$ cat src/rtl/extend.sv
// rtl/extend.sv - RV32I immediate generator with registered copy
//
// Purpose: selects the immediate field of a 32-bit instruction by imm_src,
// reassembles the scattered bits and sign-extends (or zero-fills) to 32 bits.
// ImmExt/ImmErr are purely combinational. ImmExtQ/ImmErrQ register them
// for the decode/execute boundary.
//
// Optional feature macro: EXTEND_ZICSR_EN
//   defined   -> ImmSrc 101 selects CSR zimm, {27'b0, Instr[19:15]}
//   undefined -> ImmSrc 101 is unsupported (ImmExt = 0, ImmErr = 1)
//
// Ports:
//   clk      in   1   rising-edge clock, registered outputs only
//   reset    in   1   asynchronous active-high reset of registered outputs
//   en       in   1   load enable for ImmExtQ/ImmErrQ (0 = hold / stall)
//   Instr    in  32   instruction word
//   ImmSrc   in   3   immediate format select
//   ImmExt   out 32   combinational extended immediate
//   ImmErr   out  1   combinational unsupported-select flag
//   ImmExtQ  out 32   registered ImmExt
//   ImmErrQ  out  1   registered ImmErr

module extend #(
  parameter int XLEN = 32
) (
  input  logic        clk,
  input  logic        reset,
  input  logic        en,
  input  logic [31:0] Instr,
  input  logic [2:0]  ImmSrc,
  output logic [31:0] ImmExt,
  output logic        ImmErr,
  output logic [31:0] ImmExtQ,
  output logic        ImmErrQ
);

  generate
    if (XLEN != 32) begin : g_xlen_check
      $error("extend: only XLEN = 32 is supported");
    end
  endgenerate

  localparam logic [2:0] IMM_I = 3'b000;
  localparam logic [2:0] IMM_S = 3'b001;
  localparam logic [2:0] IMM_B = 3'b010;
  localparam logic [2:0] IMM_J = 3'b011;
  localparam logic [2:0] IMM_U = 3'b100;
  localparam logic [2:0] IMM_Z = 3'b101;

  // Opcode bits never fall inside any immediate field.
  logic unused_opcode;
  assign unused_opcode = ^Instr[6:0];

  // Sign bit is always Instr[31] for every signed format.
  logic sign;
  assign sign = Instr[31];

  always_comb begin
    ImmExt = 32'h0;
    ImmErr = 1'b0;
    case (ImmSrc)
      IMM_I: ImmExt = {{20{sign}}, Instr[31:20]};
      IMM_S: ImmExt = {{20{sign}}, Instr[31:25], Instr[11:7]};
      IMM_B: ImmExt = {{20{sign}}, Instr[7], Instr[30:25], Instr[11:8], 1'b0};
      IMM_J: ImmExt = {{12{sign}}, Instr[19:12], Instr[20], Instr[30:21], 1'b0};
      IMM_U: ImmExt = {Instr[31:12], 12'b0};
`ifdef EXTEND_ZICSR_EN
      IMM_Z: ImmExt = {27'b0, Instr[19:15]};
`else
      IMM_Z: begin
        ImmExt = 32'h0;
        ImmErr = 1'b1;
      end
`endif
      default: begin
        ImmExt = 32'h0;
        ImmErr = 1'b1;
      end
    endcase
  end

  // Pipeline register; reset wins over en, en=0 holds for stalls.
  always_ff @(posedge clk or posedge reset) begin
    if (reset) begin
      ImmExtQ <= 32'h0;
      ImmErrQ <= 1'b0;
    end else if (en) begin
      ImmExtQ <= ImmExt;
      ImmErrQ <= ImmErr;
    end
  end

endmodule

$ cat config.mk
export PLATFORM = sky130hd
export DESIGN_NAME = extend
export DESIGN_NICKNAME = d
export VERILOG_FILES = /design/src/rtl/extend.sv
export SDC_FILE = /design/constraint.sdc
export NUM_CORES = 1
export LEC_CHECK = 0
export ABC_CLOCK_PERIOD_IN_PS = 1200
export BUFFER_PORTS_ARGS = -buffer_cell sky130_fd_sc_hd__buf_2
export CORE_ASPECT_RATIO = 0.75
export CORE_MARGIN = 3
export CORE_UTILIZATION = 40
export DETAILED_ROUTE_END_ITERATION = 6
export GPL_ROUTABILITY_DRIVEN = 0
export PLACE_DENSITY = 0.71
export SYNTH_ARGS = -nofsm -noshare
export SYNTH_HDL_FRONTEND = slang
export SYNTH_SLANG_ARGS = --single-unit
$ cat constraint.sdc
create_clock -name clk -period 1.2 [get_ports clk]
set_clock_uncertainty 0.05 [all_clocks]
set_input_delay 0.12 -clock clk [delete_from_list [all_inputs] [get_ports clk]]
set_output_delay 0.12 -clock clk [all_outputs]
set_load 0.02 [all_outputs]
==> results.md <==
- Die width: 83.3 µm
- Clock transition at the registers of the reported paths: 0.07 ns
- Hold Fails Final Rpt: 0
- Root Driver: clkbuf_8
- Psw: 1.14 mW
- HPWL after DPL: 3.77 mm
- Fraction of registers with async set/reset: 100%
- Crit end category: primary output
- Max-Cap Viols: 0
- Fill cells: 295
- H-tree levels: 2
- Fin util: 72.7%
- Worst reg-to-reg setup slack: 0.37 ns
- Final period util: 107%
- Pwr per Cell Area: 1110 mW/mm²
- Flops & latches, synth: 33
- Overall power: 3.39 mW
- Largest net degree at the start of global routing: 34
- Worst Reg-to-Reg Cells: 1
- Gate power share: 37.8%
- Ys Warns: 0
- Global-route wire length before repair: 8.57 mm
- Area contributors post-synth: dfrtp_1 46%, mux2_2 11%, mux2_4 8.4%
- Final setup viols: 16
- Syn Inst Count: 150
- Top cells by count, synth: 33 x dfrtp_1, 18 x mux2_2, 16 x a21oi_1
- Commonest register cell after synthesis: dfrtp_1
- Area of the die: 0.00532 mm²
- Fmax: 779 MHz
- Initial core utilization: 42.8%
- Peak VDD IR: 1100 µV
- Num Clock Sinks: 33
- Global Route Usage Sum: 20.4%
- Startpoint types: primary input
- Max-slew violation count: 0
- Crit path DAT: 1.11 ns
- Share of cells above drive strength 1: 76.3%
- Core box area: 0.00418 mm²
- Chip height: 63.9 µm
- Internal power: 2.24 mW
- Slew @ Worst Pin: 0.284 ns
- Setup ws final: -0.0841 ns
- Slew headroom: 81.1%
- I/O Buffers: 96
- Clock insertion delay at the later pin of the skew report: 0.29 ns
- Lkg Pwr: 1.55 nW
- Worst setup path class: primary input to primary output
- Clock buffer depth: 2
- Synth top area share: 46.1%
- CTS tree: built
- Reg power frac: 38.2%
- Drt total wl: 5.46 mm
- CP required: 1.03 ns
- Avg Synthesized Cell Area: 11.9 µm²
- Post-Syn Area: 0.00179 mm²
- Most numerous cell in the Yosys netlist: dfrtp_1
- Row count: 20
- DRC Markers: 0
- DRT antenna net count: 0
- Hold path startpoint: Instr[10]
- Antenna violations before repair: 0
- # IOs: 104
- Post-Place Cell Area: 0.00257 mm²
- Sequential area share after synthesis: 46.1%
- Final Cell Area: 0.00304 mm²
- RSZ-0062 raised after global routing: true
- Vias/cell: 4.94
- Yosys cell types: 24
- N_diodes: 0
- Status: finished with violations
- Vias in the first global route: 1700
- Starting DRT DRC Count: 58
- FF-to-FF Start: ImmExtQ[27]
- Worst Path Max Fanout: 5
- Fin crit period: 1.28 ns
- Area Overhead vs Synth: 69.7%
- WL/cell: 17.0 µm
- Post-synth EDFFs: 0
- CTS buffer count: 5
- Overflow after GRT: 0
- Switching Fraction: 33.7%
- Mapped Nets: 188
- Vias: 1587
- Failing checks: setup timing
- Hold Path Depth: 3
- Nets: 303
- Drt pass-1 iters: 4
- Synth area leader: dfrtp_1
- Worst r2r dst: ImmExtQ[27]
- Hold Path Class: primary input to flop
- Clock share of power: 23.9%
- Hold EP: ImmExtQ[3]
[layout make-up]
cell class / instances / area [µm²] / share of cell area, %
timing repair buffer: 122 / 935 / 30.8
tap: 55 / 68.8 / 2.26
clock inverter: 2 / 10.0 / 0.329
sequential: 33 / 826 / 27.2
clock buffer: 6 / 72.6 / 2.39
inverter: 6 / 22.5 / 0.741
multi-input combinational: 97 / 1100 / 36.4
[repair_timing]
item | in CTS | in global routing
pin swaps | 11 | 10
gates cloned | 1 | 0
endpoints found under the setup margin | 32 | 26
hold endpoints to repair | 33 | 0
resized for setup | 60 | 12
setup buffers | 7 | 6
hold buffers | 1 | 0
[cells by family (layout without fill, tap and decap cells)]
logic type / after synthesis / in the layout / share of synthesized area (%)
XOR/XNOR: 1 / 1 / 0.909
AO/OA/AOI/OAI: 42 / 42 / 17.1
flip-flops: 33 / 33 / 46.1
multiplexers: 34 / 34 / 23.1
AND/OR/NAND/NOR: 20 / 20 / 6.92
buffers and inverters: 20 / 136 / 5.87
[metal layers]
| metal | wire, µm | GRT usage [%] | share of wire (%) |
|---|---|---|---|
| met5 | 0 | 0 | 0 |
| met4 | 133 | 9.18 | 2.4 |
| met3 | 314 | 5.28 | 5.8 |
| met2 | 2610 | 32.2 | 48 |
| met1 | 2400 | 26.5 | 44 |
[critical path, stage by stage]
cell	delay, ns
buf_8	0.10
buf_8	0.12
xor2_2	0.13
buf_6	0.16
mux2i_4	0.25
nor2_1	0.06
buf_4	0.16
[power by group through the flow]
stage                     Sequential (mW)  Clock, mW  Combinational, mW
after floorplan                      1.46          0              0.556
after global placement               1.31          0               1.08
after global routing                 1.31      0.896               1.35
after detailed placement             1.31          0               1.08
after CTS                            1.29      0.828               1.23
final                                1.29      0.810               1.28
[state kept, by name, indices dropped and copies added (netlist names)]
name / count
ImmErrQ: 1
ImmExtQ: 32
[cells in the final DEF, fill, tap and decap left out, types with 4 or more instances in the layout]
| master | netlist | routed |
|---|---|---|
| o22ai_1 | 5 | 5 |
| mux2_2 | 18 | 13 |
| buf_6 | 3 | 21 |
| a21oi_2 | 0 | 14 |
| inv_1 | 6 | 6 |
| nor2b_4 | 2 | 4 |
| dfrtp_1 | 33 | 33 |
| nor2b_1 | 9 | 6 |
| buf_2 | 5 | 73 |
| nor2_1 | 5 | 5 |
| buf_12 | 0 | 7 |
| o22ai_2 | 8 | 6 |
| clkbuf_8 | 0 | 5 |
| mux2_4 | 10 | 15 |
| a21o_4 | 0 | 10 |
| buf_4 | 0 | 17 |
[worst max path at each step]
stage | startpoint | endpoint | slack [ns] | depth (start not counted)
finish | ImmSrc[0] | ImmExt[2] | -0.08 | 7
global route | ImmSrc[0] | ImmExt[24] | -0.12 | 7
CTS | ImmSrc[0] | ImmExt[4] | -0.1 | 7
detailed placement | Instr[31] | ImmExt[18] | -0.50 | 5
global placement | Instr[31] | ImmExt[18] | -0.46 | 5
floorplan | ImmSrc[0] | ImmExtQ[20] | -0.08 | 7
[stage by stage]
stage	hold WS (ns)	TNS (ns)	setup slack, ns	std cells
2_1_floorplan	0.199	-1.34	-0.0769	150
3_3_place_gp	0.124	-11.27	-0.460	299
3_5_place_dp	0.128	-12.06	-0.501	299
4_1_cts	0.0753	-0.796	-0.0987	316
5_1_grt	0.0851	-1.49	-0.122	321
6_report	0.0816	-0.604	-0.0841	321
(Power assumes the default switching activity.)
